`config.mk`:
```
export PLATFORM = sky130hd
export DESIGN_NAME = alu_issue_queue_flat
export DESIGN_NICKNAME = d
export VERILOG_FILES = /design/src/rtl/alu_pkg.sv /design/src/rtl/alu_issue_queue_if.sv /design/src/rtl/alu_issue_fifo.sv /design/src/rtl/alu_issue_queue.sv /design/src/flat_wrapper.sv
export SDC_FILE = /design/constraint.sdc
export NUM_CORES = 1
export LEC_CHECK = 0
export ABC_AREA = 1
export BUFFER_PORTS_ARGS = -buffer_cell sky130_fd_sc_hd__clkbuf_2
export CORE_MARGIN = 8
export CORE_UTILIZATION = 55
export CTS_BUF_LIST = sky130_fd_sc_hd__clkbuf_8
export DETAILED_ROUTE_END_ITERATION = 8
export GPL_TIMING_DRIVEN = 0
export HOLD_SLACK_MARGIN = 0.05
export PLACE_DENSITY = 0.76
export SLEW_MARGIN = 20
export SYNTH_ARGS = -nofsm -noshare
export SYNTH_HDL_FRONTEND = slang
export SYNTH_SLANG_ARGS = --single-unit
```
`constraint.sdc`:
```
create_clock -name clk -period 2.4 [get_ports clk]
set_input_delay 0.36 -clock clk [delete_from_list [all_inputs] [get_ports clk]]
set_output_delay 0.36 -clock clk [all_outputs]
set_load 0.01 [all_outputs]
```
`src/rtl/alu_pkg.sv`:
```
// Shared ALU definitions: ALUOp encodings, operand bundle layout and the legal-op check.
package alu_pkg;

  localparam int unsigned ALU_DATA_W = 32;
  localparam int unsigned ALU_OP_W   = 3;
  localparam int unsigned ALU_TAG_W  = 5;

  localparam logic [ALU_OP_W-1:0] ALU_ADD = 3'b000;
  localparam logic [ALU_OP_W-1:0] ALU_SUB = 3'b001;
  localparam logic [ALU_OP_W-1:0] ALU_AND = 3'b010;
  localparam logic [ALU_OP_W-1:0] ALU_OR  = 3'b011;
  localparam logic [ALU_OP_W-1:0] ALU_SRL = 3'b100;
  localparam logic [ALU_OP_W-1:0] ALU_SRA = 3'b101;

  typedef struct packed {
    logic [ALU_DATA_W-1:0] a;
    logic [ALU_DATA_W-1:0] b;
    logic [ALU_OP_W-1:0]   op;
    logic [ALU_TAG_W-1:0]  tag;
  } alu_bundle_t;

  // True for the encodings ALU_ADD through ALU_SRA.
  function automatic logic alu_op_legal(input logic [ALU_OP_W-1:0] op);
    return op <= ALU_SRA;
  endfunction

endpackage

```
`src/rtl/alu_issue_queue_if.sv`:
```
// Decode-side, ALU-side and writeback-side signals of the ALU issue queue.
interface alu_issue_queue_if
  import alu_pkg::*;
#(
  parameter int unsigned TAG_W = ALU_TAG_W
);
  logic                  in_valid;
  logic                  in_ready;
  logic [ALU_DATA_W-1:0] in_a;
  logic [ALU_DATA_W-1:0] in_b;
  logic [ALU_OP_W-1:0]   in_op;
  logic [TAG_W-1:0]      in_tag;

  logic [ALU_DATA_W-1:0] alu_a;
  logic [ALU_DATA_W-1:0] alu_b;
  logic [ALU_OP_W-1:0]   alu_op;
  logic [ALU_DATA_W-1:0] alu_c;

  logic                  out_valid;
  logic                  out_ready;
  logic [ALU_DATA_W-1:0] out_c;
  logic [TAG_W-1:0]      out_tag;
  logic                  out_err;

  modport slave (
    input  in_valid, in_a, in_b, in_op, in_tag, alu_c, out_ready,
    output in_ready, alu_a, alu_b, alu_op, out_valid, out_c, out_tag, out_err
  );

  modport master (
    output in_valid, in_a, in_b, in_op, in_tag, alu_c, out_ready,
    input  in_ready, alu_a, alu_b, alu_op, out_valid, out_c, out_tag, out_err
  );
endinterface

```
`src/rtl/alu_issue_fifo.sv`:
```
// In-order bundle storage with wrap-around pointers; head is read straight from storage.
module alu_issue_fifo #(
  parameter int unsigned DEPTH = 4,
  parameter int unsigned W     = 8
) (
  input  logic         clk,
  input  logic         rst_n,
  input  logic         push,
  input  logic         pop,
  input  logic [W-1:0] wdata,
  output logic [W-1:0] rdata,
  output logic         full,
  output logic         empty
);
  localparam int unsigned PTR_W = $clog2(DEPTH);
  localparam int unsigned CNT_W = PTR_W + 1;

  logic [W-1:0]     mem [DEPTH];
  logic [PTR_W-1:0] wptr;
  logic [PTR_W-1:0] rptr;
  logic [CNT_W-1:0] count;

  // DEPTH is a power of two, so pointer overflow is the wrap.
  always_ff @(posedge clk or negedge rst_n) begin
    if (!rst_n) begin
      for (int i = 0; i < int'(DEPTH); i++) mem[i] <= '0;
      wptr  <= '0;
      rptr  <= '0;
      count <= '0;
    end else begin
      if (push) begin
        mem[wptr] <= wdata;
        wptr      <= wptr + PTR_W'(1);
      end
      if (pop) rptr <= rptr + PTR_W'(1);
      if (push && !pop)      count <= count + CNT_W'(1);
      else if (pop && !push) count <= count - CNT_W'(1);
    end
  end

  assign rdata = mem[rptr];
  assign full  = (count == CNT_W'(DEPTH));
  assign empty = (count == '0);

endmodule

```
`src/rtl/alu_issue_queue.sv`:
```
// Issue stage in front of the execute ALU: queues bundles, feeds the ALU from the head and
// registers the result for writeback. Optional empty-queue bypass: ALU_ISSUE_BYPASS_EN.
module alu_issue_queue
  import alu_pkg::*;
#(
  parameter int unsigned DEPTH = 4,
  parameter int unsigned TAG_W = ALU_TAG_W
) (
  input logic              clk,
  input logic              rst_n,
  alu_issue_queue_if.slave bus
);
  localparam int unsigned W = 2 * ALU_DATA_W + ALU_OP_W + TAG_W;

  logic [W-1:0]          in_word;
  logic [W-1:0]          head_word;
  logic [W-1:0]          last_word;
  logic [W-1:0]          sel_word;
  logic [ALU_DATA_W-1:0] sel_a;
  logic [ALU_DATA_W-1:0] sel_b;
  logic [ALU_OP_W-1:0]   sel_op;
  logic [TAG_W-1:0]      sel_tag;
  logic                  full;
  logic                  empty;
  logic                  free;
  logic                  bypass;
  logic                  push;
  logic                  pop;
  logic                  issue;

  logic                  out_valid_q;
  logic [ALU_DATA_W-1:0] out_c_q;
  logic [TAG_W-1:0]      out_tag_q;
  logic                  out_err_q;

  assign in_word = {bus.in_a, bus.in_b, bus.in_op, bus.in_tag};
  assign free    = !out_valid_q || bus.out_ready;

`ifdef ALU_ISSUE_BYPASS_EN
  assign bypass = empty && bus.in_valid && free;
`else
  assign bypass = 1'b0;
`endif

  // A bypassed bundle goes straight to the result register and never occupies a slot.
  assign push  = bus.in_valid && !full && !bypass;
  assign pop   = !empty && free;
  assign issue = pop || bypass;

  alu_issue_fifo #(
    .DEPTH (DEPTH),
    .W     (W)
  ) u_fifo (
    .clk   (clk),
    .rst_n (rst_n),
    .push  (push),
    .pop   (pop),
    .wdata (in_word),
    .rdata (head_word),
    .full  (full),
    .empty (empty)
  );

  // ALU operand source: bypassed input, queue head, or the last issued bundle when idle.
  always_comb begin
    sel_word = last_word;
    if (bypass)      sel_word = in_word;
    else if (!empty) sel_word = head_word;
  end

  assign {sel_a, sel_b, sel_op, sel_tag} = sel_word;

  // Result register; illegal ops still retire, with a zero result and the error flag.
  always_ff @(posedge clk or negedge rst_n) begin
    if (!rst_n) begin
      out_valid_q <= 1'b0;
      out_c_q     <= '0;
      out_tag_q   <= '0;
      out_err_q   <= 1'b0;
      last_word   <= '0;
    end else if (issue) begin
      out_valid_q <= 1'b1;
      out_c_q     <= alu_op_legal(sel_op) ? bus.alu_c : '0;
      out_tag_q   <= sel_tag;
      out_err_q   <= !alu_op_legal(sel_op);
      last_word   <= sel_word;
    end else if (bus.out_ready) begin
      out_valid_q <= 1'b0;
    end
  end

  assign bus.in_ready  = !full;
  assign bus.alu_a     = sel_a;
  assign bus.alu_b     = sel_b;
  assign bus.alu_op    = sel_op;
  assign bus.out_valid = out_valid_q;
  assign bus.out_c     = out_c_q;
  assign bus.out_tag   = out_tag_q;
  assign bus.out_err   = out_err_q;

endmodule

```
`src/flat_wrapper.sv`:
```
// flat-port wrapper written by rule: the top's interface ports become plain ports
module alu_issue_queue_flat import alu_pkg::*;
#(
  parameter int unsigned DEPTH = 4,
  parameter int unsigned TAG_W = ALU_TAG_W
)
  (clk, rst_n, bus_in_valid, bus_in_a, bus_in_b, bus_in_op, bus_in_tag, bus_alu_c, bus_out_ready, bus_in_ready, bus_alu_a, bus_alu_b, bus_alu_op, bus_out_valid, bus_out_c, bus_out_tag, bus_out_err);
  alu_issue_queue_if #(.TAG_W(TAG_W)) bus_i ();
  input logic clk;
  input logic rst_n;
  input wire logic [$bits(bus_i.in_valid)-1:0] bus_in_valid;
  input wire logic [$bits(bus_i.in_a)-1:0] bus_in_a;
  input wire logic [$bits(bus_i.in_b)-1:0] bus_in_b;
  input wire logic [$bits(bus_i.in_op)-1:0] bus_in_op;
  input wire logic [$bits(bus_i.in_tag)-1:0] bus_in_tag;
  input wire logic [$bits(bus_i.alu_c)-1:0] bus_alu_c;
  input wire logic [$bits(bus_i.out_ready)-1:0] bus_out_ready;
  output wire logic [$bits(bus_i.in_ready)-1:0] bus_in_ready;
  output wire logic [$bits(bus_i.alu_a)-1:0] bus_alu_a;
  output wire logic [$bits(bus_i.alu_b)-1:0] bus_alu_b;
  output wire logic [$bits(bus_i.alu_op)-1:0] bus_alu_op;
  output wire logic [$bits(bus_i.out_valid)-1:0] bus_out_valid;
  output wire logic [$bits(bus_i.out_c)-1:0] bus_out_c;
  output wire logic [$bits(bus_i.out_tag)-1:0] bus_out_tag;
  output wire logic [$bits(bus_i.out_err)-1:0] bus_out_err;
  assign bus_i.in_valid = bus_in_valid;
  assign bus_i.in_a = bus_in_a;
  assign bus_i.in_b = bus_in_b;
  assign bus_i.in_op = bus_in_op;
  assign bus_i.in_tag = bus_in_tag;
  assign bus_i.alu_c = bus_alu_c;
  assign bus_i.out_ready = bus_out_ready;
  assign bus_in_ready = bus_i.in_ready;
  assign bus_alu_a = bus_i.alu_a;
  assign bus_alu_b = bus_i.alu_b;
  assign bus_alu_op = bus_i.alu_op;
  assign bus_out_valid = bus_i.out_valid;
  assign bus_out_c = bus_i.out_c;
  assign bus_out_tag = bus_i.out_tag;
  assign bus_out_err = bus_i.out_err;
  alu_issue_queue #(.DEPTH(DEPTH), .TAG_W(TAG_W)) u_core (.clk(clk), .rst_n(rst_n), .bus(bus_i));
endmodule
```
==> qor.tcl <==
set qor(drt_first_iter_violations) 1797
set qor(cell_count_after_synthesis) 2160
set qor(regArea_um2) 10040
set qor(timing.critical_path.fanout_max) 10
set qor(synth_to_layout_area_growth_pct) 25.10
set qor(leading_area_contributor_after_synthesis) {dfrtp_1}
set qor(combinationalPowerShare_pct) 52.9
set qor(setup_viol) 67
set qor(tightestPinTransition_ps) 815.7
set qor(mappedNetlistNets) 2274
set qor(outcome) {complete, but fails checks}
set qor(yosysUniqueCellTypes) 30
set qor(slack_of_the_worst_reg_to_reg_path_ps) 190
set qor(max_freq_ghz) 0.3801
set qor(synth_seq_area_share_pct) 54.27
set qor(setup_slack_ps) -230.9
set qor(insertion_delay_ps) 620
set qor(crit-reg2reg-capture) {u_core.u_fifo.count[2]}
set qor(finalWeightedCongestion) 0.8878
set qor(detail_route.vias_per_cell) 5.657
set qor(finalCritPeriodShare_pct) 109.6
set qor(min_to) {u_core.u_fifo.mem[117]}
set qor(critical-path-slowest-cell) {dfrtp_1}
set qor(whs_ps) 57.35
set qor(fraction_of_final_layout_cells_sized_beyond_drive_strength_1_pct) 24.01
set qor(final_nets) 2607
set qor(average_wire_length_per_cell_after_detail_routing_um) 19.39
set qor(fill_cells) 2517
set qor(worst_path_largest_cell_delay_ps) 400
set qor(layout_min_cycle_time_ps) 2631
set qor(placed_cells) 2826
set qor(rr_worst_depth) 11
set qor(initial_utilization_pct) 55.56
set qor(switch_pwr_w) 0.01534
set qor(layout.cell_area.non_filler_um2) 23130
set qor(wl_mm) 57.87
set qor(vias) 16880
set qor(synth.avg_cell_area_um2) 8.560
set qor(relSlewSlack_pct) 45.62
set qor(wire_length_of_the_first_global_routing_pass_mm) 89.23
set qor(layoutNonFillerInstCount) 2984
set qor(floorplan.die.height_um) 199.4
set qor(number_of_antenna_violations_at_the_first_check_in_global_routing) 0
set qor(clock_tree.htree_level_count) 3
set qor(drc) 0
set qor(crit_arrival_ps) 2270
set qor(clkSlewWorstSetupHoldPaths_ps) 70
set qor(synth_enable_flop_cells) 0
set qor(dieWidth_um) 199.4
set qor(final_antenna_net_count) 0
set qor(detailed_place_hpwl_mm) 38.14
set qor(num_io_pins) 215
set qor(yosys_warnings) 0
set qor(synth_common_cells) {nand2_1, o21ai_0, dfrtp_1, nor2_1, inv_1}
set qor(rsz_0062_raised_after_global_routing) {yes}
set qor(setup.worst_path.end_class) {primary output}
set qor(worstReg2RegStart) {u_core.u_fifo.count[0]}
set qor(worst_hold_path_type) {in2reg}
set qor(grt_pass1_vias) 16660
set qor(clock_power_share_pct) 16.0
set qor(hold_path.startpoint) {bus_in_a[5]}
set qor(globalRoute.totalOverflow) 0
set qor(clockRootBuffer) {clkbuf_8}
set qor(pwr_density_cell_nw_per_um2) 1625
set qor(design.die.area_um2) 39740
set qor(crit_path_cell_trace) {clkinv_2 > clkbuf_4 > o21ai_0 > o22a_1 > o21ai_1 > buf_4 > clkbuf_2}
set qor(critPathKind) {reg2out}
set qor(multi_input_comb_area_um2) 6800
set qor(synth_largest_type_area_fraction_pct) 54.27
set qor(violations) {setup timing}
set qor(postSynth.asyncResetShare_pct) 100.0
set qor(num_cts_buffers) 67
set qor(p_leak_nw) 11.53
set qor(port-buffer-count) 214
set qor(power_switching_share_pct) 40.81
set qor(timing.hold.worst_path_depth) 3
set qor(clk_skew_ps) 41.19
set qor(synth_area_um2) 18490
set qor(final-max-slew-violation-count) 0
set qor(cellInternalPower_w) 0.02224
set qor(detailed_place.area_um2) 20240
set qor(max-clock-path-buffers) 3
set qor(std_cell_rows) 67
set qor(maxCapViolCount) 0
set qor(postSynthRegisterBits) 401
set qor(worst-endpoint-required_ps) 2040
set qor(num_antenna_cells) 0
set qor(hold_viol) 0
set qor(ys_dominant_reg_cell) {dfrtp_1}
set qor(power.ir.vdd_worst_v) 0.0008844
set qor(worst_setup_path_start_kind) {flop}
set qor(share_seq_of_total_power_pct) 31.1
set qor(globalRouteTotalUtil_pct) 28.58
set qor(drt-pass1-iter-count) 6
set qor(synthMostInstantiatedCell) {nand2_1}
set qor(tritoncts_clock_tree) {yes}
set qor(floorplan_core_area_um2) 33280
set qor(cts.sinks) 401
set qor(pin_count_of_the_biggest_net_entering_global_routing) 94
set qor(yosys-top-cells-area) {dfrtp_1, o21ai_0, nand2_1}
==> cell usage in the layout (no fill, tap or decap), drive strengths merged, types with 3 or more instances in the layout <==
master,n
nor2,211
xor2,3
o22a,55
a31oi,7
nand2,548
o21a,10
o21ai,547
nand4,10
buf,230
ha,5
nand3,5
clkinv,8
dfrtp,401
dlygate4sd3,25
clkbuf,308
inv,152
clkinvlp,4
==> critical path, delay by kind of cell, from the launching register on <==
kind | cells | cell delay, ps
flip-flops | 1 | 400
buffers and inverters | 4 | 770
AO/OA/AOI/OAI | 3 | 480
==> how the worst max path moves through the flow <==
stage / endpoint / from / cells after the start / slack [ps]
2_1_floorplan: u_core.u_fifo.count[1] / u_core.u_fifo.count[1] / 10 / 220
3_3_place_gp: u_core.u_fifo.mem[259] / rst_n / 1 / -7760
3_5_place_dp: u_core.u_fifo.count[2] / u_core.u_fifo.count[1] / 13 / -270
4_1_cts: bus_alu_a[11] / u_core.u_fifo.rptr[0] / 10 / -200
5_1_grt: bus_alu_a[17] / u_core.u_fifo.rptr[0] / 10 / -270
6_report: bus_alu_b[29] / u_core.u_fifo.rptr[1] / 7 / -230
==> power by group through the flow <==
stage	Combinational, W	Clock (W)	Sequential, W
4_1_cts	0.0186	0.00607	0.0115
3_3_place_gp	0.0159	0	0.0114
6_report	0.0199	0.00603	0.0117
3_5_place_dp	0.0164	0	0.0115
5_1_grt	0.0215	0.00636	0.0120
2_1_floorplan	0.0109	0	0.0113
==> what timing repair did <==
action,4_1_cts,5_1_grt
buffers inserted,19,16
gates resized for setup,298,155
endpoints found under the setup margin,69,68
endpoints found under the hold margin,88,0
pin swaps,25,67
gates cloned,3,4
hold buffers,25,0
==> kinds of logic after synthesis <==
| family | share of synthesized area [%] |
|---|---|
| fa+ha+maj | 0.4466 |
| xor+xnor | 0.1895 |
| buf+inv | 10.47 |
| compound gates | 18.13 |
| simple gates | 16.42 |
| flops | 54.27 |
| mux | 0.06090 |
==> through the flow <==
step | worst slack [ps] | setup TNS (ps) | utilization [%] | power, W
6_report | -230.9 | -10350 | 69.51 | 0.03758
4_1_cts | -204.8 | -8645 | 68.15 | 0.03615
3_3_place_gp | -7764 | -3099950 | 60.46 | 0.02731
5_1_grt | -268.3 | -13390 | 69.51 | 0.03986
2_1_floorplan | 224.0 | 0 | - | 0.02215
3_5_place_dp | -274.7 | -1955 | 60.82 | 0.02790
==> metal layers <==
layer  part of all wire (%)  GRT usage (%)  up-vias
li1                       -              -     7615
met1                     40          38.15     8267
met2                     47          45.73      877
met3                     10          6.265      122
met4                    2.6          10.22        0
met5                      0              0        -
==> cell type report <==
| cell class | instances | share of cell area (%) |
|---|---|---|
| tap | 448 | 2.423 |
| clock buffer | 80 | 4.760 |
| sequential | 401 | 43.38 |
| timing repair buffer | 283 | 9.303 |
| inverter | 134 | 2.256 |
| multi-input combinational | 1406 | 29.40 |
| clock inverter | 32 | 0.8925 |
| buffer | 200 | 7.583 |
==> sequential cells by signal, summed over array words and instances (netlist names) <==
name	cells
u_core.bus.out_c	32
u_core.bus.out_err	1
u_core.bus.out_tag	4
u_core.bus.out_valid	1
u_core.last_word	68
u_core.u_fifo.count	3
u_core.u_fifo.mem	288
u_core.u_fifo.rptr	2
u_core.u_fifo.wptr	2
Note: power is estimated with default switching activity, not from simulation.
